==> config.mk <==
export PLATFORM = sky130hd
export DESIGN_NAME = mips_bus_lsu
export DESIGN_NICKNAME = d
export VERILOG_FILES = /design/src/rtl/mips_bus_pkg.sv /design/src/rtl/mips_bus_lane_extract.sv /design/src/rtl/mips_bus_lsu.sv
export SDC_FILE = /design/constraint.sdc
export NUM_CORES = 1
export LEC_CHECK = 0
export ABC_AREA = 1
export CORE_ASPECT_RATIO = 0.5
export CORE_MARGIN = 2
export CORE_UTILIZATION = 25
export CTS_BUF_LIST = sky130_fd_sc_hd__clkbuf_16
export DETAILED_ROUTE_END_ITERATION = 10
export GPL_TIMING_DRIVEN = 0
export PLACE_DENSITY = 0.49
export SYNTH_ARGS = -nofsm -noshare
export SYNTH_HDL_FRONTEND = slang
export SYNTH_SLANG_ARGS = --single-unit
==> constraint.sdc <==
create_clock -name i_clk -period 1.92 [get_ports i_clk]
set_clock_uncertainty 0.15 [all_clocks]
set_input_delay 0.384 -clock i_clk [delete_from_list [all_inputs] [get_ports i_clk]]
set_output_delay 0.384 -clock i_clk [all_outputs]
set_load 0.03 [all_outputs]
==> src/rtl/mips_bus_pkg.sv <==
// Shared types for the MIPS Avalon-MM load/store unit: access sizes, FSM states
// and the byte-lane mask helper.
package mips_bus_pkg;

  typedef enum logic [1:0] {
    SZ_BYTE  = 2'd0,
    SZ_HALF  = 2'd1,
    SZ_WORD  = 2'd2,
    SZ_DWORD = 2'd3
  } size_e;

  typedef enum logic [1:0] {
    IDLE   = 2'd0,
    ACCESS = 2'd1,
    RESP   = 2'd2
  } state_e;

  function automatic logic [3:0] size_bytes(input size_e sz);
    case (sz)
      SZ_BYTE:  size_bytes = 4'd1;
      SZ_HALF:  size_bytes = 4'd2;
      SZ_WORD:  size_bytes = 4'd4;
      SZ_DWORD: size_bytes = 4'd8;
      default:  size_bytes = 4'd1;
    endcase
  endfunction

  // Unshifted byteenable pattern; the caller truncates to its lane count.
  function automatic logic [7:0] be_base(input size_e sz);
    case (sz)
      SZ_BYTE:  be_base = 8'h01;
      SZ_HALF:  be_base = 8'h03;
      SZ_WORD:  be_base = 8'h0F;
      SZ_DWORD: be_base = 8'hFF;
      default:  be_base = 8'h01;
    endcase
  endfunction

endpackage

==> src/rtl/mips_bus_lane_extract.sv <==
// Load-data lane extraction: shifts the addressed lane down to bit 0, keeps
// the access width and fills the upper bits with zeros or the sign bit.
module mips_bus_lane_extract
  import mips_bus_pkg::*;
#(
  parameter int DATA_W = 32,
  parameter int LW     = $clog2(DATA_W / 8)
) (
  input  logic [DATA_W-1:0] i_readdata,
  input  logic [LW-1:0]     i_lane,
  input  size_e             i_size,
  input  logic              i_signed,
  output logic [DATA_W-1:0] o_rdata
);

  logic [DATA_W-1:0] w_shift;
  logic              w_msb;
  logic              w_fill;
  int                w_nbits;

  always_comb begin
    w_shift = i_readdata >> {i_lane, 3'b000};
    w_nbits = DATA_W;
    w_msb   = 1'b0;
    o_rdata = '0;
    case (i_size)
      SZ_BYTE:  begin w_nbits = 8;      w_msb = w_shift[7];        end
      SZ_HALF:  begin w_nbits = 16;     w_msb = w_shift[15];       end
      SZ_WORD:  begin w_nbits = 32;     w_msb = w_shift[31];       end
      SZ_DWORD: begin w_nbits = DATA_W; w_msb = w_shift[DATA_W-1]; end
      default:  begin w_nbits = DATA_W; w_msb = 1'b0;              end
    endcase
    w_fill = i_signed & w_msb;
    for (int i = 0; i < DATA_W; i++) begin
      o_rdata[i] = (i < w_nbits) ? w_shift[i] : w_fill;
    end
  end

endmodule

==> src/rtl/mips_bus_lsu.sv <==
// Load/store unit bridging the multicycle MIPS core to an Avalon-MM master:
// lane alignment, byteenables, load extension, misalignment and stall timeout.
module mips_bus_lsu
  import mips_bus_pkg::*;
#(
  parameter int ADDR_W  = 32,
  parameter int DATA_W  = 32,
  parameter int TIMEOUT = 0
) (
  input  logic                  i_clk,
  input  logic                  i_reset,
  input  logic                  i_req_valid,
  output logic                  o_req_ready,
  input  logic                  i_req_write,
  input  logic [1:0]            i_req_size,
  input  logic                  i_req_signed,
  input  logic [ADDR_W-1:0]     i_req_addr,
  input  logic [DATA_W-1:0]     i_req_wdata,
  output logic                  o_resp_valid,
  output logic [DATA_W-1:0]     o_resp_rdata,
  output logic                  o_resp_error,
  output logic [ADDR_W-1:0]     o_address,
  output logic                  o_read,
  output logic                  o_write,
  input  logic                  i_waitrequest,
  output logic [DATA_W-1:0]     o_writedata,
  output logic [DATA_W/8-1:0]   o_byteenable,
  input  logic [DATA_W-1:0]     i_readdata
);

  localparam int NB    = DATA_W / 8;
  localparam int LW    = $clog2(NB);
  localparam int CNT_W = (TIMEOUT > 1) ? $clog2(TIMEOUT + 1) : 1;

  state_e            r_state;
  state_e            w_next;
  logic [ADDR_W-1:0] r_address;
  logic [NB-1:0]     r_byteenable;
  logic [DATA_W-1:0] r_writedata;
  logic              r_read;
  logic              r_write;
  logic              r_resp_valid;
  logic              r_resp_error;
  logic [DATA_W-1:0] r_resp_rdata;
  logic [CNT_W-1:0]  r_cnt;
  logic [LW-1:0]     r_lane;
  size_e             r_size;
  logic              r_signed;

  logic [LW-1:0]     w_lane;
  size_e             w_size;
  logic [7:0]        w_be_wide;
  logic [NB-1:0]     w_be;
  logic              w_misaligned;
  logic              w_timeout;
  logic [DATA_W-1:0] w_ext_rdata;

  assign w_lane       = i_req_addr[LW-1:0];
  assign w_size       = size_e'(i_req_size);
  assign w_be_wide    = be_base(w_size);
  assign w_be         = w_be_wide[NB-1:0] << w_lane;
  // A dword on a 32-bit bus can never be serviced in one beat.
  assign w_misaligned = ((w_lane & LW'(size_bytes(w_size) - 4'd1)) != '0) ||
                        ((w_size == SZ_DWORD) && (DATA_W == 32));
  assign w_timeout    = (TIMEOUT > 0) && i_waitrequest &&
                        (r_cnt == CNT_W'(TIMEOUT - 1));

  mips_bus_lane_extract #(
    .DATA_W (DATA_W),
    .LW     (LW)
  ) u_extract (
    .i_readdata (i_readdata),
    .i_lane     (r_lane),
    .i_size     (r_size),
    .i_signed   (r_signed),
    .o_rdata    (w_ext_rdata)
  );

  always_comb begin
    w_next = r_state;
    case (r_state)
      IDLE: begin
        if (i_req_valid) begin
          w_next = w_misaligned ? RESP : ACCESS;
        end else begin
          w_next = IDLE;
        end
      end
      ACCESS: begin
        if (!i_waitrequest || w_timeout) begin
          w_next = RESP;
        end else begin
          w_next = ACCESS;
        end
      end
      RESP:    w_next = IDLE;
      default: w_next = IDLE;
    endcase
  end

  always_ff @(posedge i_clk) begin
    if (i_reset) begin
      r_state      <= IDLE;
      r_address    <= '0;
      r_byteenable <= '0;
      r_writedata  <= '0;
      r_read       <= 1'b0;
      r_write      <= 1'b0;
      r_resp_valid <= 1'b0;
      r_resp_error <= 1'b0;
      r_resp_rdata <= '0;
      r_cnt        <= '0;
      r_lane       <= '0;
      r_size       <= SZ_BYTE;
      r_signed     <= 1'b0;
    end else begin
      r_state      <= w_next;
      r_resp_valid <= (w_next == RESP);
      case (r_state)
        IDLE: begin
          r_resp_error <= 1'b0;
          if (i_req_valid && w_misaligned) begin
            r_resp_error <= 1'b1;
            r_resp_rdata <= '0;
          end else if (i_req_valid) begin
            r_address    <= {i_req_addr[ADDR_W-1:LW], {LW{1'b0}}};
            r_byteenable <= w_be;
            r_writedata  <= i_req_wdata << {w_lane, 3'b000};
            r_read       <= ~i_req_write;
            r_write      <= i_req_write;
            r_lane       <= w_lane;
            r_size       <= w_size;
            r_signed     <= i_req_signed;
            r_cnt        <= '0;
          end
        end
        ACCESS: begin
          if (!i_waitrequest) begin
            r_read       <= 1'b0;
            r_write      <= 1'b0;
            r_resp_rdata <= r_read ? w_ext_rdata : '0;
            r_resp_error <= 1'b0;
            r_cnt        <= '0;
          end else if (w_timeout) begin
            r_read       <= 1'b0;
            r_write      <= 1'b0;
            r_resp_rdata <= '0;
            r_resp_error <= 1'b1;
            r_cnt        <= '0;
          end else if (TIMEOUT > 0) begin
            r_cnt <= r_cnt + CNT_W'(1);
          end
        end
        RESP: begin
          r_resp_error <= 1'b0;
        end
        default: begin
          r_resp_error <= 1'b0;
        end
      endcase
    end
  end

  assign o_req_ready  = (r_state == IDLE);
  assign o_resp_valid = r_resp_valid;
  assign o_resp_error = r_resp_error & r_resp_valid;
  assign o_resp_rdata = r_resp_rdata;
  assign o_address    = r_address;
  assign o_read       = r_read;
  assign o_write      = r_write;
  assign o_writedata  = r_writedata;
  assign o_byteenable = r_byteenable;

endmodule

==> key figures, run 1 <==
Cells and area
  – Layout cell share with drive strength beyond 1: 0.0947
  – Antenna cells: 0
  – Area added between synthesis and finish: 51.3%
  – Fillcell total: 2230
  – Commonest cells after routing, fill and taps aside: nor2_1 (149), nand2_1 (131), dfxtp_1 (108)
  – Most common cell after layout, fill and taps aside: nor2_1
  – Design area: 0.00793 sq mm
  – Final cell count without fillers: 1245
  – Nets@finish: 1071

Floorplan
  – Die area: 0.0222 sq mm
  – Initial Utilization: 0.255
  – Die height: 106 um
  – Die width: 209 um
  – Row count: 37
  – Core Footprint: 0.0206 sq mm
  – Ports: 209

Setup path
  – Worst Reg2Reg Path Length in Cells: 8
  – Ordered cell list for the critical path: clkdlybuf4s50_1 -> a21oi_2 -> a21oi_4 -> inv_2 -> nand2_2 -> inv_2 -> clkbuf_4 -> nand3_1 -> a21oi_1
  – CP max-delay cell: clkdlybuf4s50_1
  – Element type at the critical path end: register
  – Crit path DAT: 1.95 ns
  – Most used cell, CP: inv_2
  – Critical path type: input pin to register
  – Setup slack, reg-to-reg: 0.16 ns
  – Crit-path max cell delay: 0.49 ns
  – CP Capture Point: o_writedata[5]
  – Worst Setup SP: i_req_size[1]
  – CP Launch Type: input pin
  – Reg2reg start: r_state[0]
  – Reg2Reg Capture Point: o_writedata[5]
  – Worst Path Required: 2.06 ns
  – CP max FO: 10

Clock tree
  – CTS tree: yes
  – Clock Tree Buf Depth: 2
  – CTS Buf Count: 9
  – H-Tree Depth: 3
  – # hold bufs at CTS: 0
  – Root Driver: clkbuf_16
  – Clock sinks: 109
  – Total setup buffers inserted after CTS: 0
  – Skew-Pair Late Insertion Delay: 0.36 ns
  – Clock transition at path regs: 0.08 ns

Global routing
  – Overflow after GRT: 0
  – Initial antenna violation count: 0
  – All-Layer GR Usage: 0.176
  – Pin count of the biggest net entering global routing: 19
  – Global-route wire length before repair: 30600 um
  – Vias in the first global route: 5575

Synthesis
  – Cells after synthesis: 751
  – Syn avg cell area: 6.97 sq um
  – Dominant cell type by area after synthesis: dfxtp_1
  – Primary FF master, synth: dfxtp_1
  – Synth area leaders: dfxtp_1 (42%), nor2_1 (11%), nand2_1 (9.4%)
  – YS warnings: 0
  – Sequential area share after synthesis: 0.417
  – Number of synthesized flops with an enable pin: 0
  – Post-synth ARST share: 0
  – Count of cell types in the netlist: 31
  – Top-area cell type share of the netlist area: 0.417
  – Number of synthesized register bits: 109
  – Synthesized cell area: 0.00524 sq mm

Power and ir drop
  – Peak VDD IR: 0.000354 V
  – Leak Pwr: 3.79 nW
  – Switch share: 0.309
  – Internal power: 4.09 mW
  – NetSw: 1.83 mW
  – Combinational Power Share: 0.237
  – Clock power share: 0.350
  – Reg power frac: 0.413
  – PwrDens: 747 mW/mm^2

Routing
  – Remaining antenna violation count after routing: 0
  – Initial DRC Count: 281
  – Via-per-instance ratio: 4.54
  – Drt total wl: 19600 um
  – Routed WL per cell: 15.7 um
  – Drc violations: 0
  – Total number of vias: 5652
  – Pre-antenna DRT Iters: 4

Place
  – Cell Area, Placed: 0.00762 sq mm
  – Placed insts: 1229
  – DP HPWL: 15400 um
  – RePlAce Congestion: 0.871
  – Pre-CTS setup slack: -0.350 ns
  – Buffers on Ports: 204

STA
  – Max Clock Freq: 553 MHz
  – Hold slack final: 0.296 ns
  – # setup viols final: 0
  – Relative slew slack: 0.546
  – Unrepaired setup endpoints after global routing: false
  – Fin crit share: 0.942
  – Final worst slack: 0.112 ns
  – Setup_tns: 0 ns
  – Final hold vios: 0
  – Max Slew Vio Count: 0
  – Minimum clock period: 1.81 ns
  – Worst-margin pin slew: 0.681 ns

Outcome
  – Run status: finished, final reports clean

Hold path
  – Hold Crit Class: register to register

Run
  – Max Cap Viol: 0
[metal layers]
layer / part of all wire / vias up / global-route usage
met5: 0 / - / 0
met4: 0.015 / 0 / 0.0418
met3: 0.048 / 24 / 0.0390
met2: 0.47 / 123 / 0.299
met1: 0.47 / 2623 / 0.228
li1: - / 2882 / -
[sequential cells by signal, summed over array words and instances, names as in the netlist, 2 cells and up]
register and count:
o_address 30, o_byteenable 4, o_resp_rdata 32, o_writedata 32, r_lane 2, r_size 2, r_state 2
[power groups by stage]
| stage | Combinational [mW] | Clock (mW) | Sequential [mW] |
|---|---|---|---|
| 2_1_floorplan | 0.603 | 0 | 2.71 |
| 3_3_place_gp | 1.46 | 0 | 2.50 |
| 3_5_place_dp | 1.47 | 0 | 2.50 |
| 4_1_cts | 1.41 | 2.14 | 2.45 |
| 5_1_grt | 1.53 | 2.22 | 2.46 |
| 6_report | 1.40 | 2.07 | 2.44 |
[final cells by class]
class,instances,area [sq um],share of cell area
inverter,40,160,0.0202
clock buffer,9,225,0.0284
clock inverter,7,97.6,0.0123
timing repair buffer,204,2000,0.252
multi-input combinational,547,2560,0.324
sequential,109,2180,0.275
buffer,56,352,0.0444
tap,273,342,0.0431
[worst min-delay path by stage]
stage,startpoint,end,slack (ns),depth (start not counted)
2_1_floorplan,r_signed,r_signed,0.31,2
3_3_place_gp,o_write,o_write,0.29,2
3_5_place_dp,o_write,o_write,0.30,2
4_1_cts,o_write,o_write,0.31,2
5_1_grt,o_write,o_write,0.32,2
6_report,o_write,o_write,0.30,2
[logic make-up (layout without fill, tap and decap cells)]
kind of cell    count (synthesis)  in the layout  share of synthesized area
other cells                     1              2                   0.000716
simple gates                  356            356                      0.285
buf+inv                        96            316                     0.0953
flops                         109            109                      0.417
compound gates                189            189                      0.203
[through the flow]
step	utilization	power, mW
2_1_floorplan	-	3.31
3_5_place_dp	0.371	3.97
5_1_grt	0.386	6.21
3_3_place_gp	0.371	3.96
6_report	0.386	5.92
4_1_cts	0.382	6.00
[repair_timing]
action	CTS	global route
resized for setup	80	38
setup endpoints to repair	80	90
pin swaps	0	1
cloned	0	0
[synth_stat cells, drive strengths merged (2+ instances only)]
cell,count
nor2,151
nand2,144
dfxtp,109
o21ai,100
a21oi,71
nand3,58
inv,40
buf,34
clkbuf,22
o211ai,12
o22ai,4
nand4,2
[critical path, delay by kind of cell]
family / cells / cell delay (ns)
AND/OR/NAND/NOR: 2 / 0.15
buffers and inverters: 4 / 0.98
AO/OA/AOI/OAI: 3 / 0.43
Power figures use the tool's default switching activity.
==> run 2: changes to the inputs <==
--- a/config.mk
+++ b/config.mk
@@ -12,6 +12,7 @@
 export CTS_BUF_LIST = sky130_fd_sc_hd__clkbuf_16
 export DETAILED_ROUTE_END_ITERATION = 10
 export GPL_TIMING_DRIVEN = 0
+export HOLD_SLACK_MARGIN = 0.05
 export PLACE_DENSITY = 0.49
 export SYNTH_ARGS = -nofsm -noshare
 export SYNTH_HDL_FRONTEND = slang
==> results of run 2 <==
Final layout, timing and power as in run 1 (identical DEF).
==> run 3: changes to the inputs <==
--- a/config.mk
+++ b/config.mk
@@ -8,12 +8,12 @@
 export ABC_AREA = 1
 export CORE_ASPECT_RATIO = 0.5
 export CORE_MARGIN = 2
-export CORE_UTILIZATION = 25
+export CORE_UTILIZATION = 44
 export CTS_BUF_LIST = sky130_fd_sc_hd__clkbuf_16
 export DETAILED_ROUTE_END_ITERATION = 10
 export GPL_TIMING_DRIVEN = 0
 export HOLD_SLACK_MARGIN = 0.05
-export PLACE_DENSITY = 0.49
+export PLACE_DENSITY = 0.81
 export SYNTH_ARGS = -nofsm -noshare
 export SYNTH_HDL_FRONTEND = slang
 export SYNTH_SLANG_ARGS = --single-unit
==> key figures, run 3 (same netlist as run 1, synthesis figures left out) <==
Setup path
  – CP Capture Point: o_address[23]
  – Worst Path Required: 1.39 ns (-0.67 ns)
  – Worst Setup SP: o_address[23]
  – CP Launch Type: register
  – CP delay by family, top: buffers and inverters
  – Element type at the critical path end: output pin
  – Worst Reg2Reg Path Length in Cells: 10 (+2)
  – Ordered cell list for the critical path: clkdlybuf4s50_1
  – Crit path DAT: 1.37 ns (-0.58 ns)
  – Reg2Reg Capture Point: o_resp_rdata[18]
  – CP max FO: 2 (-8)
  – Reg2reg start: r_lane[0]
  – Critical path type: register to output pin
  – CP max-delay cell: clkdlybuf4s50_1
  – Crit-path max cell delay: 0.68 ns (+0.19 ns)
  – Setup slack, reg-to-reg: 0.08 ns (-0.08 ns)
  – CP Depth: 1 (-8)
  – Crit path buf inv count: 1 (-3)

STA
  – Fin crit share: 0.992 (+0.0498)
  – Worst-margin pin slew: 0.607 ns (-0.0747 ns)
  – Relative slew slack: 0.596 (+0.0498)
  – Final hold vios: 0 (unchanged)
  – # setup viols final: 0 (unchanged)
  – Setup_tns: 0 ns (unchanged)
  – Minimum clock period: 1.90 ns (+0.0956 ns)
  – Max Slew Vio Count: 0 (unchanged)
  – Max Clock Freq: 525 MHz (-5.0%)

Cells and area
  – Fillcell total: 1034 (-54%)
  – Layout cell share with drive strength beyond 1: 0.0936 (-0.00103)
  – Area added between synthesis and finish: 51.1%
  – Antenna cells: 0 (unchanged)
  – Commonest cells after routing, fill and taps aside: nor2_1 (149), clkdlybuf4s50_1 (135), nand2_1 (131)
  – Fin util: 0.676 (+0.291)
  – Most common cell after layout, fill and taps aside: nor2_1
  – Nets@finish: 1071 (unchanged)
  – Final cell count without fillers: 1137 (-8.7%)

Clock tree
  – Clock transition at path regs: 0.07 ns (about the same)
  – H-Tree Depth: 3 (unchanged)
  – Skew-Pair Late Insertion Delay: 0.34 ns (-0.02 ns)
  – Root Driver: clkbuf_16
  – Clock Tree Buf Depth: 2 (unchanged)
  – CTS Buf Count: 9 (unchanged)
  – CTS tree: yes
  – Clock sinks: 109 (unchanged)
  – Total setup buffers inserted after CTS: 0 (unchanged)

Routing
  – Remaining antenna violation count after routing: 0 (unchanged)
  – Drc violations: 0 (unchanged)
  – Initial DRC Count: 386 (+37%)
  – Routed WL per cell: 14.9 um (-5.4%)
  – Pre-antenna DRT Iters: 5 (+1)
  – Drt total wl: 16900 um (-14%)
  – Total number of vias: 5749 (+1.7%)
  – Via-per-instance ratio: 5.06 (+11%)

Global routing
  – All-Layer GR Usage: 0.258 (+0.0818)
  – Vias in the first global route: 5275 (-5.4%)
  – Overflow after GRT: 0 (unchanged)
  – Initial antenna violation count: 0 (unchanged)
  – Global-route wire length before repair: 26200 um (-14%)
  – Pin count of the biggest net entering global routing: 19 (unchanged)

Floorplan
  – Ports: 209 (unchanged)
  – Die height: 81.1 um (-24%)
  – Die area: 0.0128 sq mm (-42%)
  – Initial Utilization: 0.448 (+0.193)
  – Die width: 158 um (-24%)
  – Core Footprint: 0.0117 sq mm (-43%)
  – Row count: 28 (-24%)

Power and ir drop
  – PwrDens: 728 mW/mm^2 (-2.5%)
  – Leak Pwr: 4.00 nW (+5.4%)
  – Peak VDD IR: 0.000482 V (+36%)

Place
  – Buffers on Ports: 204 (unchanged)
  – DP HPWL: 12900 um (-16%)
  – RePlAce Congestion: 0.912 (+4.8%)
  – Placed insts: 1121 (-8.8%)

Run
  – Max Cap Viol: 0 (unchanged)

Hold path
  – Hold Crit Class: register to register
  – Hold wc startpoint: o_write

Outcome
  – Run status: finished, final reports clean
==> run 3: cell types whose count changed in the layout (fill, tap and decap cells not counted), moves of 2 or more <==
cell	before	now
o21ai_1	6	4
clkdlybuf4s50_1	99	135
dlymetal6s2s_1	25	54
dlygate4sd2_1	79	14
o21ai_0	94	96
==> run 3: how the worst min path moves through the flow <==
stage | slack, ns | cells after the start | to
2_1_floorplan | 0.31 | 2 | r_signed
3_3_place_gp | 0.29 | 2 | o_write
3_5_place_dp | 0.29 | 2 | o_write
4_1_cts | 0.30 | 2 | o_write
5_1_grt | 0.31 | 2 | o_write
6_report | 0.29 | 2 | o_write
==> run 3: metal layers <==
layer | GRT usage | part of all wire | up-vias
met5 | 0 | 0 | -
met4 | 0.0712 | 0.016 | 0
met3 | 0.0438 | 0.061 | 24
met2 | 0.458 | 0.49 | 201
met1 | 0.328 | 0.43 | 2648
li1 | - | - | 2876
==> run 3: area by class of cell <==
type                            count  area [sq um]  share of cell area
Buffer                             56           349              0.0441
Clock buffer                        9           225              0.0285
Clock inverter                      7          73.8             0.00933
Inverter                           40           158              0.0199
Multi-Input combinational cell    547          2560               0.324
Sequential cell                   109          2180               0.276
Tap cell                          165           206              0.0261
Timing Repair Buffer              204          2150               0.272
==> run 3: stage by stage <==
| step | hold slack, ns | instance area [sq um] | setup slack (ns) | power [mW] |
|---|---|---|---|---|
| floorplan | 0.307 | 5240 | 0.343 | 3.31 |
| global placement | 0.286 | 7490 | -0.243 | 3.91 |
| global route | 0.314 | 7910 | -0.00288 | 5.99 |
| detailed placement | 0.285 | 7490 | -0.281 | 3.93 |
| finish | 0.294 | 7910 | 0.0160 | 5.76 |
| CTS | 0.296 | 7770 | 0.000950 | 5.78 |
==> run 3: power breakdown <==
part | leakage, nW | internal [mW] | switching, mW
Combinational | 2.97 | 0.597 | 0.834
Sequential | 0.889 | 2.38 | 0.0650
Clock | 0.141 | 1.02 | 0.868
==> run 3: what timing repair did <==
item                       4_1_cts  5_1_grt
pin swaps                        0        1
setup endpoints to repair       15      111
hold buffers                     0        0
resized for setup               15       64
==> run 3: worst min-delay path, cell delays in order (launching register included) <==
cell	delay [ns]
dfxtp_1	0.31
inv_1	0.05
a21oi_1	0.05
